<file path="src/rtl/video_timing_monitor_if.sv">
// Pixel stream bundle: 24-bit rgb with data-enable, skip qualifier and sync strobes.
// The generator drives the master side and monitors attach through the slave side.
interface video_if;
    logic [23:0] rgb;
    logic        de;
    logic        skip;
    logic        vs;
    logic        hs;

    modport master (output rgb, de, skip, vs, hs);
    modport slave  (input  rgb, de, skip, vs, hs);
endinterface

</file>
<file path="src/rtl/video_timing_monitor.sv">
// Frame timing monitor for a video_if stream: measures totals, the active window,
// sync-to-active offsets and a pixel checksum, and publishes them on every vs rise.
module video_timing_monitor #(
    parameter int CW    = 12,
    parameter int SUM_W = 32
) (
    input  logic             rgb_clock,
    input  logic             reset,
    video_if.slave           video,
    output logic [CW-1:0]    h_total,
    output logic [CW-1:0]    v_total,
    output logic [CW-1:0]    h_active,
    output logic [CW-1:0]    v_active,
    output logic [CW-1:0]    h_start,
    output logic [CW-1:0]    v_start,
    output logic [SUM_W-1:0] checksum,
    output logic             frame_done,
    output logic             locked,
    output logic             width_err,
    output logic             overflow
);
    localparam logic [CW-1:0] MAX = '1;

    typedef enum logic [1:0] {SEARCH, MEASURE, RUN} state_t;
    state_t state, state_next;

    function automatic logic [CW-1:0] sat_inc(input logic [CW-1:0] v);
        return (v == MAX) ? MAX : v + CW'(1);
    endfunction

    logic [23:0]      rgb_p0;
    logic             de_p0, skip_p0, vs_p0, hs_p0, vs_p1, hs_p1;
    logic [CW-1:0]    hcnt_q, line_total_q, line_idx_q, pix_cnt_q;
    logic [CW-1:0]    v_active_q, h_active_q, hst_q, vst_q;
    logic             hs_seen_q, line_act_q, have_ha_q, err_q, first_q, ovf_q;
    logic [SUM_W-1:0] sum_q;

    logic             hs_rise, vs_rise, line_end, pix, publish, compare;
    logic             hcnt_sat, pix_sat, idx_sat, va_sat, ovf_pub;
    logic [CW-1:0]    hcnt_cur, idx_base, idx_cur, pix_base, pix_next;
    logic [CW-1:0]    close_va, close_ha, hst_next, vst_next;
    logic             close_have, close_err, act_next, first_next;
    logic [SUM_W-1:0] sum_next;

    // Stage p0 -> p1: edge detection and per-cycle accumulation on the registered inputs
    always_comb begin
        hs_rise  = hs_p0 & ~hs_p1;
        vs_rise  = vs_p0 & ~vs_p1;
        line_end = hs_rise | vs_rise;
        pix      = de_p0 & ~skip_p0;
        hcnt_sat = (hcnt_q == MAX);
        hcnt_cur = hs_rise ? '0 : sat_inc(hcnt_q);

        // A closing line contributes to the frame it belongs to, even on a vs-rise cycle
        close_va   = v_active_q;
        close_ha   = h_active_q;
        close_have = have_ha_q;
        close_err  = err_q;
        va_sat     = 1'b0;
        if (line_end && line_act_q) begin
            if (!have_ha_q) begin
                close_ha   = pix_cnt_q;
                close_have = 1'b1;
            end else if (pix_cnt_q != h_active_q) begin
                close_err = 1'b1;
            end
            close_va = sat_inc(v_active_q);
            va_sat   = (v_active_q == MAX);
        end
        ovf_pub = ovf_q | va_sat;

        pix_base = line_end ? '0 : pix_cnt_q;
        pix_sat  = pix && (pix_base == MAX);
        pix_next = pix ? sat_inc(pix_base) : pix_base;
        act_next = (line_act_q && !line_end) || de_p0;

        idx_base = vs_rise ? '0 : line_idx_q;
        idx_sat  = hs_rise && (idx_base == MAX);
        idx_cur  = hs_rise ? sat_inc(idx_base) : idx_base;

        first_next = first_q && !vs_rise;
        hst_next   = vs_rise ? '0 : hst_q;
        vst_next   = vs_rise ? '0 : vst_q;
        if (de_p0 && !first_next) begin
            first_next = 1'b1;
            hst_next   = hcnt_cur;
            vst_next   = idx_cur;
        end

        sum_next = vs_rise ? '0 : sum_q;
        if (pix)
            sum_next = sum_next + SUM_W'(rgb_p0);
    end

    always_comb begin
        state_next = state;
        publish    = 1'b0;
        compare    = 1'b0;
        unique case (state)
            SEARCH:  if (vs_rise) state_next = MEASURE;
            MEASURE: if (vs_rise) begin
                publish    = 1'b1;
                state_next = RUN;
            end
            RUN: begin
                publish = vs_rise;
                compare = vs_rise;
            end
            default: state_next = SEARCH;
        endcase
    end

    always_ff @(posedge rgb_clock) begin
        if (reset) state <= SEARCH;
        else       state <= state_next;
    end

    // Stage wire -> p0 input capture, then p1 accumulators and published outputs
    always_ff @(posedge rgb_clock) begin
        rgb_p0 <= video.rgb;
        if (reset) begin
            de_p0 <= 1'b0; skip_p0 <= 1'b0; vs_p0 <= 1'b0; hs_p0 <= 1'b0;
            vs_p1 <= 1'b0; hs_p1 <= 1'b0;
            hcnt_q <= '0; line_total_q <= '0; line_idx_q <= '0; pix_cnt_q <= '0;
            v_active_q <= '0; h_active_q <= '0; hst_q <= '0; vst_q <= '0;
            hs_seen_q <= 1'b0; line_act_q <= 1'b0; have_ha_q <= 1'b0;
            err_q <= 1'b0; first_q <= 1'b0; ovf_q <= 1'b0; sum_q <= '0;
            h_total <= '0; v_total <= '0; h_active <= '0; v_active <= '0;
            h_start <= '0; v_start <= '0; checksum <= '0;
            frame_done <= 1'b0; locked <= 1'b0; width_err <= 1'b0; overflow <= 1'b0;
        end else begin
            de_p0 <= video.de; skip_p0 <= video.skip;
            vs_p0 <= video.vs; hs_p0 <= video.hs;
            vs_p1 <= vs_p0;    hs_p1 <= hs_p0;

            hcnt_q    <= hcnt_cur;
            hs_seen_q <= hs_seen_q | hs_rise;
            if (hs_rise && hs_seen_q)
                line_total_q <= sat_inc(hcnt_q);
            line_idx_q <= idx_cur;
            pix_cnt_q  <= pix_next;
            line_act_q <= act_next;

            v_active_q <= vs_rise ? '0   : close_va;
            h_active_q <= vs_rise ? '0   : close_ha;
            have_ha_q  <= vs_rise ? 1'b0 : close_have;
            err_q      <= vs_rise ? 1'b0 : close_err;
            first_q    <= first_next;
            hst_q      <= hst_next;
            vst_q      <= vst_next;
            sum_q      <= sum_next;
            ovf_q      <= (vs_rise ? 1'b0 : ovf_pub) | hcnt_sat | pix_sat | idx_sat;

            frame_done <= publish;
            if (publish) begin
                h_total   <= line_total_q;
                v_total   <= line_idx_q;
                h_active  <= close_have ? close_ha : '0;
                v_active  <= close_va;
                h_start   <= first_q ? hst_q : '0;
                v_start   <= first_q ? vst_q : '0;
                checksum  <= sum_q;
                width_err <= close_err;
                overflow  <= ovf_pub;
                locked    <= compare && (line_total_q == h_total) && (line_idx_q == v_total);
            end
        end
    end
endmodule
</file>
<file path="src/flat_wrapper.sv">
// flat-port wrapper written by rule: the top's interface ports become plain ports
module video_timing_monitor_flat 
#(
    parameter int CW    = 12,
    parameter int SUM_W = 32
)
  (rgb_clock, reset, h_total, v_total, h_active, v_active, h_start, v_start, checksum, frame_done, locked, width_err, overflow, video_rgb, video_de, video_skip, video_vs, video_hs);
  video_if video_i ();
  input  logic rgb_clock;
  input  logic reset;
  output logic [CW-1:0] h_total;
  output logic [CW-1:0] v_total;
  output logic [CW-1:0] h_active;
  output logic [CW-1:0] v_active;
  output logic [CW-1:0] h_start;
  output logic [CW-1:0] v_start;
  output logic [SUM_W-1:0] checksum;
  output logic frame_done;
  output logic locked;
  output logic width_err;
  output logic overflow;
  input wire logic [$bits(video_i.rgb)-1:0] video_rgb;
  input wire logic [$bits(video_i.de)-1:0] video_de;
  input wire logic [$bits(video_i.skip)-1:0] video_skip;
  input wire logic [$bits(video_i.vs)-1:0] video_vs;
  input wire logic [$bits(video_i.hs)-1:0] video_hs;
  assign video_i.rgb = video_rgb;
  assign video_i.de = video_de;
  assign video_i.skip = video_skip;
  assign video_i.vs = video_vs;
  assign video_i.hs = video_hs;
  video_timing_monitor #(.CW(CW), .SUM_W(SUM_W)) u_core (.rgb_clock(rgb_clock), .reset(reset), .video(video_i), .h_total(h_total), .v_total(v_total), .h_active(h_active), .v_active(v_active), .h_start(h_start), .v_start(v_start), .checksum(checksum), .frame_done(frame_done), .locked(locked), .width_err(width_err), .overflow(overflow));
endmodule
</file>
<file path="config.mk">
export PLATFORM = sky130hd
export DESIGN_NAME = video_timing_monitor_flat
export DESIGN_NICKNAME = d
export VERILOG_FILES = /design/src/rtl/video_timing_monitor_if.sv /design/src/rtl/video_timing_monitor.sv /design/src/flat_wrapper.sv
export SDC_FILE = /design/constraint.sdc
export NUM_CORES = 1
export LEC_CHECK = 0
export ABC_AREA = 0
export CORE_AREA = 2 2 201 203
export CTS_CLUSTER_SIZE = 25
export DETAILED_ROUTE_END_ITERATION = 8
export DIE_AREA = 0 0 203 205
export DONT_BUFFER_PORTS = 1
export GPL_TIMING_DRIVEN = 1
export PLACE_DENSITY = 0.52
export SETUP_SLACK_MARGIN = 0.3
export SLEW_MARGIN = 10
export SYNTH_ARGS = -nofsm -noshare
export SYNTH_HDL_FRONTEND = slang
export SYNTH_SLANG_ARGS = --single-unit
</file>
<file path="constraint.sdc">
create_clock -name rgb_clock -period 4.7 [get_ports rgb_clock]
set_input_delay 1.175 -clock rgb_clock [delete_from_list [all_inputs] [get_ports rgb_clock]]
set_output_delay 1.175 -clock rgb_clock [all_outputs]
set_load 0.01 [all_outputs]
</file>
==> impl_results.md, run 1 <==
* Crit path kind: reg -> reg
* Post-CTS Hold Buffers at 0
* Diodes inserted at 0
* CTS tree: done
* Remaining DRCs at 0
* Most common cell after layout, fill and taps aside: dfxtp_1
* Setup TNS at 0 ns
* Antenna viol nets, final at 0
* Worst Setup Start Kind: flop
* PostCTS Resize Cnt at 0
* Synthesized area at 11800 um^2
* Max cap viols at 0
* Final period util at 0.714
* Worst-case vdd ir drop at 283 uV
* Critical path capture point type: flop
* Syn Nets at 1476
* I/O pins at 138
* Synth Area in Compound Gates at 0.174
* Initial antenna violation count at 1
* Port buffer count at 0
* CTS Buffer Depth at 3
* RD Place Congestion at 0.844
* GRT overflow at 0
* Async set or reset register ratio after synthesis at 0
* Critical path peak fanout at 22
* Die Wd at 203 um
* Yosys reg bits at 274
* DRT iter0 DRCs at 509
* Hold Crit Class: reg -> reg
* WHS at 0.454 ns
* Multiplexer share of the synthesized area at 0.00596
* Post-Synth Adder-Cell Area at 0.0347
* Biggest regs: u_core.checksum (32), u_core.sum_q (32), u_core.rgb_p0 (24)
* Post-synthesis sequential area ratio at 0.466
* Pins Over Slew Limit at 0
* Core Area at 39400 um^2
* Fmax at 0.298 GHz
* P&R area growth vs syn at 12.7%
* Final Hold Fails at 0
* Share of cells above drive strength 1 at 0.0529
* Initial Utilization at 0.299
* Row Count at 73
* Worst-margin pin slew at 1.16 ns
* Cts bufs inserted at 34
* Fin nets at 1441
* Synth Instances at 1414
* H-tree levels at 2
* CP arrival at 3.73 ns
* Vias per cell at 4.94
* GRT Total Usage at 0.155
* RSZ-0062 raised after global routing: no
* Fillers at 4141
* PwrDens at 396 nW/um^2
* Drt total wl at 32100 um
* First-pass GRT wire length at 51600 um
* Routed wire length per instance at 16.7 um
* Most frequent cells in the layout: dfxtp_1, nand2_1, a21oi_1
* Vias in the first global route at 9337
* Relative slew slack at 0.227
* EDFF count, synth at 0
* Warnings from Yosys at 0
* CTS Root Buffer Type: clkbuf_16
* Die Span Y at 205 um
* Clk sinks at 274
* Largest family of logic cells by synthesized area: simple AND/OR/NAND/NOR gates
* Status: finished clean
* Post-synthesis simple-gate area fraction at 0.226
* Clk Latency, worst-skew pair at 0.54 ns
* DP Area at 12200 um^2
* Full die area at 41600 um^2
* Largest net degree at the start of global routing at 161
* Most used DFF post-synth: dfxtp_1
* Vias at 9504
* Crit path time final at 3.36 ns
* Pre-Repair DR Iteration Count at 4
* Clock Skew at 0.0197 ns
* Final setup fails at 0
* Synth Area per Inst at 8.32 um^2
* Finished Cell Area at 13300 um^2
* Worst path required time at 5.07 ns
* LEAKAGE at 4.94 nW
* Post-synthesis xor/xnor area fraction at 0.0596
* Postcts setup bufs at 0
* Power after layout at 0.00524 W
* Dpl hpwl at 22200 um
* Clk slew on worst S/H paths at 0.05 ns
* Netlist cell types at 59
stage by stage:
stage	setup WS, ns	utilization	instances
after floorplan	1.38	-	1414
after global placement	1.44	0.310	1868
after detailed placement	1.40	0.310	1868
after CTS	1.38	0.337	1925
after global routing	1.04	0.337	1925
final	1.34	0.337	1925
path summary, 6_finish.rpt:
path / start / end / slack, ns / depth (start not counted)
max: u_core.vs_p1 / u_core.sum_q[25] / 1.34 / 11
min: u_core.sum_q[4] / u_core.checksum[4] / 0.45 / 2
max reg2reg: u_core.vs_p1 / u_core.sum_q[25] / 1.34 / 11
min reg2reg: u_core.sum_q[4] / u_core.checksum[4] / 0.45 / 2
critical path, cell delays in order (launching register included):
cell,delay (ns)
dfxtp_1,0.31
nand2b_2,0.32
buf_4,0.29
and2_1,0.18
ha_1,0.38
a21o_1,0.21
a21o_1,0.20
a2111oi_0,0.60
or2_1,0.33
nor4_1,0.08
a41oi_1,0.18
o211ai_1,0.11
report_power, final:
part | leakage (nW) | internal (W) | switching (W)
Combinational | 2.20 | 0.000107 | 0.000209
Clock | 0.520 | 0.00148 | 0.00102
Sequential | 2.22 | 0.00238 | 0.0000487
Total | 4.94 | 0.00396 | 0.00128
Yosys cell counts, types with 3 or more instances:
master	count	area, um^2
o21ai_0	42	210
xor2_1	56	490
nand2b_1	8	50.1
a22o_1	27	236
nand3_1	43	215
and2_1	36	225
buf_1	6	22.5
buf_2	7	35.0
inv_1	20	75.1
a21o_1	10	75.1
o22ai_1	3	18.8
o21bai_1	3	22.5
nand4_1	20	125
dfxtp_1	274	5490
a41oi_1	3	26.3
and3_1	23	144
nand2_1	263	987
o21ai_1	3	15.0
nor2b_1	17	106
or4_1	5	37.5
a21oi_1	146	731
a31oi_1	10	62.6
o31ai_1	7	52.6
ha_1	31	388
clkbuf_1	71	267
a211oi_1	33	248
nor3_1	19	95.1
nor4_1	12	75.1
nor2_1	131	492
o21a_1	5	37.5
mux2i_1	7	70.1
xnor2_1	24	210
o211ai_1	8	60.1
or3_1	4	25.0
kinds of logic after synthesis:
group,count (synthesis)
buffers and inverters,104
adder cells (fa/ha/maj),32
multiplexers,7
flip-flops,274
AO/OA/AOI/OAI,326
XOR/XNOR,80
AND/OR/NAND/NOR,591
cell type report:
cell class	count	area, um^2	area share
inverter	20	75.1	0.00567
clock inverter	15	150	0.0113
multi-input combinational	1036	5880	0.444
clock buffer	42	901	0.0680
tap	525	657	0.0496
timing repair buffer	13	97.6	0.00737
sequential	274	5490	0.414
routing by layer:
metal	global-route usage	up-vias	wire, um
li1	-	4818	-
met2	0.263	198	15300
met3	0.0355	45	1660
met5	0	-	0
met4	0.0511	0	712
met1	0.194	4443	14400
Power figures use the tool's default switching activity.
==> run 2, diff against run 1 <==
==> constraint.sdc (replaced) <==
create_clock -name rgb_clock -period 3.35 [get_ports rgb_clock]
set_input_delay 0.8375 -clock rgb_clock [delete_from_list [all_inputs] [get_ports rgb_clock]]
set_output_delay 0.8375 -clock rgb_clock [all_outputs]
set_load 0.01 [all_outputs]
==> run 2 against run 1 <==
  * Clock skew rose by 0.0054 ns
  * Register-to-register slack got worse by 0.96 ns
  * Sequential cell count unchanged
==> impl_results.md, run 2 (same netlist as run 1, synthesis figures left out) <==
* R2R setup slack at 0.39 ns (-0.96 ns)
* Full die area at 41600 um^2 (unchanged)
* Crit path time final at 2.96 ns (-0.394 ns)
* Critical path's largest stage delay at 0.53 ns (-0.07 ns)
* Worst-path cell chain: nand2b_2, buf_4, and2_1, ha_4, nand3_1, o22ai_2, a41oi_4, o41a_1, or4_1, a31oi_1
* Worst Setup Start Kind: flop
* Worst path required time at 3.82 ns (-1.25 ns)
* H-tree levels at 2 (unchanged)
* DRT iter0 DRCs at 395 (-22%)
* I/O pins at 138 (unchanged)
* Clk Latency, worst-skew pair at 0.55 ns (about the same)
* CP arrival at 3.43 ns (-0.30 ns)
* Vias at 9601 (+1.0%)
* CTS Root Buffer Type: clkbuf_16
* Clk sinks at 274 (unchanged)
* Reg2reg end: u_core.sum_q[30]
* Port buffer count at 0 (unchanged)
* Switching Fraction at 0.241 (-0.00376)
* Setup TNS at 0 ns (unchanged)
* Combinational Power Share at 0.060 (about the same)
* Initial Utilization at 0.299 (unchanged)
* Antenna viol nets, final at 0 (unchanged)
* Initial antenna violation count at 1 (unchanged)
* Slowest CP cell: or4_1
* Routed wire length per instance at 16.9 um (+1.3%)
* Finished Cell Area at 13700 um^2 (+3.3%)
* Most frequent cells in the layout: dfxtp_1, nand2_1, a21oi_1
* Relative slew slack at 0.398 (+0.171)
* Max cap viols at 0 (unchanged)
* Remaining DRCs at 0 (unchanged)
* Core Area at 39400 um^2 (unchanged)
* Cts bufs inserted at 35 (+2.9%)
* Hold EP: u_core.rgb_p0[17]
* RD Place Congestion at 0.860 (+1.8%)
* Clock share of power at 0.510 (+0.033)
* Fmax at 0.338 GHz (+13%)
* Placed insts at 1875 (+0.37%)
* DP Area at 12300 um^2 (+0.48%)
* Crit path kind: reg -> reg
* Final Core Density at 0.348 (+0.0111)
* Final Hold Fails at 0 (unchanged)
* Hold Crit Class: in -> reg
* GRT Total Usage at 0.157 (+0.00231)
* Dpl hpwl at 22500 um (+1.5%)
* LEAKAGE at 5.07 nW (+2.6%)
* Pre-Repair DR Iteration Count at 4 (unchanged)
* CTS Buffer Depth at 3 (unchanged)
* Status: finished clean
* PwrDens at 579 nW/um^2 (+47%)
* Most common cell after layout, fill and taps aside: dfxtp_1
* Worst-margin pin slew at 0.904 ns (-0.252 ns)
* Worst-case reg-to-reg path depth at 10 (-1)
* Drt total wl at 32800 um (+2.2%)
* Psw at 0.00191 W (+49%)
* Clk slew on worst S/H paths at 0.06 ns (about the same)
* Fin nets at 1450 (+0.62%)
* Die Span Y at 205 um (unchanged)
* Largest net degree at the start of global routing at 161 (unchanged)
* P&R area growth vs syn at 16.4%
* Hold Path Depth at 0 (-2)
* Register share of total power at 0.430 (-0.033)
* CP top delay family: simple AND/OR/NAND/NOR gates
* Hold path start: video_rgb[17]
* Reg2reg start: u_core.vs_p1
* CP bufs+invs at 1 (unchanged)
* Row Count at 73 (unchanged)
* Total internal power at 0.00602 W (+52%)
* GRT overflow at 0 (unchanged)
* Post-CTS Hold Buffers at 0 (unchanged)
* Vias in the first global route at 9425 (+0.94%)
* Final period util at 0.884 (+0.170)
* Critical path peak fanout at 19 (-14%)
* Worst-case vdd ir drop at 356 uV (+26%)
* Biggest regs: u_core.checksum (32), u_core.sum_q (32), u_core.rgb_p0 (24)
* Clock Skew at 0.0252 ns (+0.00543 ns)
* Pins Over Slew Limit at 0 (unchanged)
* Critical path capture point type: flop
* Die Wd at 203 um (unchanged)
* CTS tree: done
* Final Non-Filler Cells at 1941 (+0.83%)
* Final setup fails at 0 (unchanged)
* RSZ-0062 raised after global routing: yes
* Share of cells above drive strength 1 at 0.0756 (+0.0228)
* Vias per cell at 4.95 (+0.19%)
* First-pass GRT wire length at 52000 um (+0.83%)
run 2: changes by cell type in the layout (fill, tap and decap cells not counted), sizes merged:
cell | before | now
clkinvlp | 1 | 3
bufinv | 2 | 5
buf | 13 | 21
clkinv | 10 | 5
clkbuf | 42 | 49
diode | 0 | 1
run 2: timing repair:
action	in CTS	in global routing
resized for setup	1	22
cloned	0	0
pin swaps	1	3
buffers inserted	0	1
setup endpoints to repair	1	12
run 2: layout make-up:
| cell class | count | area, um^2 |
|---|---|---|
| fillers | 4115 | 25700 |
| multi-input cells | 1036 | 6050 |
| flip-flops and latches | 274 | 5490 |
| clock buffers | 49 | 1010 |
| well taps | 525 | 657 |
| clock inverters | 15 | 251 |
| repair buffers | 21 | 158 |
| inverters | 20 | 75.1 |
| diodes | 1 | 2.50 |
run 2: metrics by stage:
step | worst slack [ns] | hold WS (ns) | power, W
2_1_floorplan | 0.303 | 0.424 | 0.00382
3_3_place_gp | 0.336 | 0.441 | 0.00393
3_5_place_dp | 0.276 | 0.446 | 0.00393
4_1_cts | 0.323 | 0.276 | 0.00805
5_1_grt | 0.231 | 0.285 | 0.00828
6_report | 0.388 | 0.312 | 0.00793
run 2: power by group through the flow:
stage / Clock (W) / Combinational [W] / Sequential (W)
2_1_floorplan: 0 / 0.000367 / 0.00345
5_1_grt: 0.00432 / 0.000542 / 0.00341
4_1_cts: 0.00419 / 0.000459 / 0.00341
6_report: 0.00405 / 0.000476 / 0.00341
3_5_place_dp: 0 / 0.000457 / 0.00348
3_3_place_gp: 0 / 0.000451 / 0.00348
run 2: routing by layer:
layer	vias up	routed length (um)	global-route usage
met5	-	0	0
met4	0	871	0.0594
met3	50	1560	0.0352
met2	169	16000	0.275
met1	4517	14400	0.188
li1	4865	-	-
run 2: how the worst max path moves through the flow:
stage,startpoint,depth (start not counted),slack (ns),end
final,u_core.vs_p1,10,0.39,u_core.sum_q[30]
after global routing,u_core.vs_p1,10,0.23,u_core.sum_q[30]
after CTS,u_core.vs_p1,10,0.32,u_core.sum_q[30]
after detailed placement,u_core.vs_p1,10,0.28,u_core.sum_q[30]
after global placement,u_core.vs_p1,10,0.34,u_core.sum_q[30]
after floorplan,u_core.vs_p1,16,0.30,u_core.sum_q[25]
run 2: worst reg2reg max path, delay by kind of cell, from the launching register on:
family / cells / cell delay, ns
AOI/OAI and AO/OA: 4 / 1.03
adders and majority gates: 1 / 0.31
buffers and inverters: 1 / 0.20
DFF: 1 / 0.31
and+or+nand+nor: 4 / 1.04
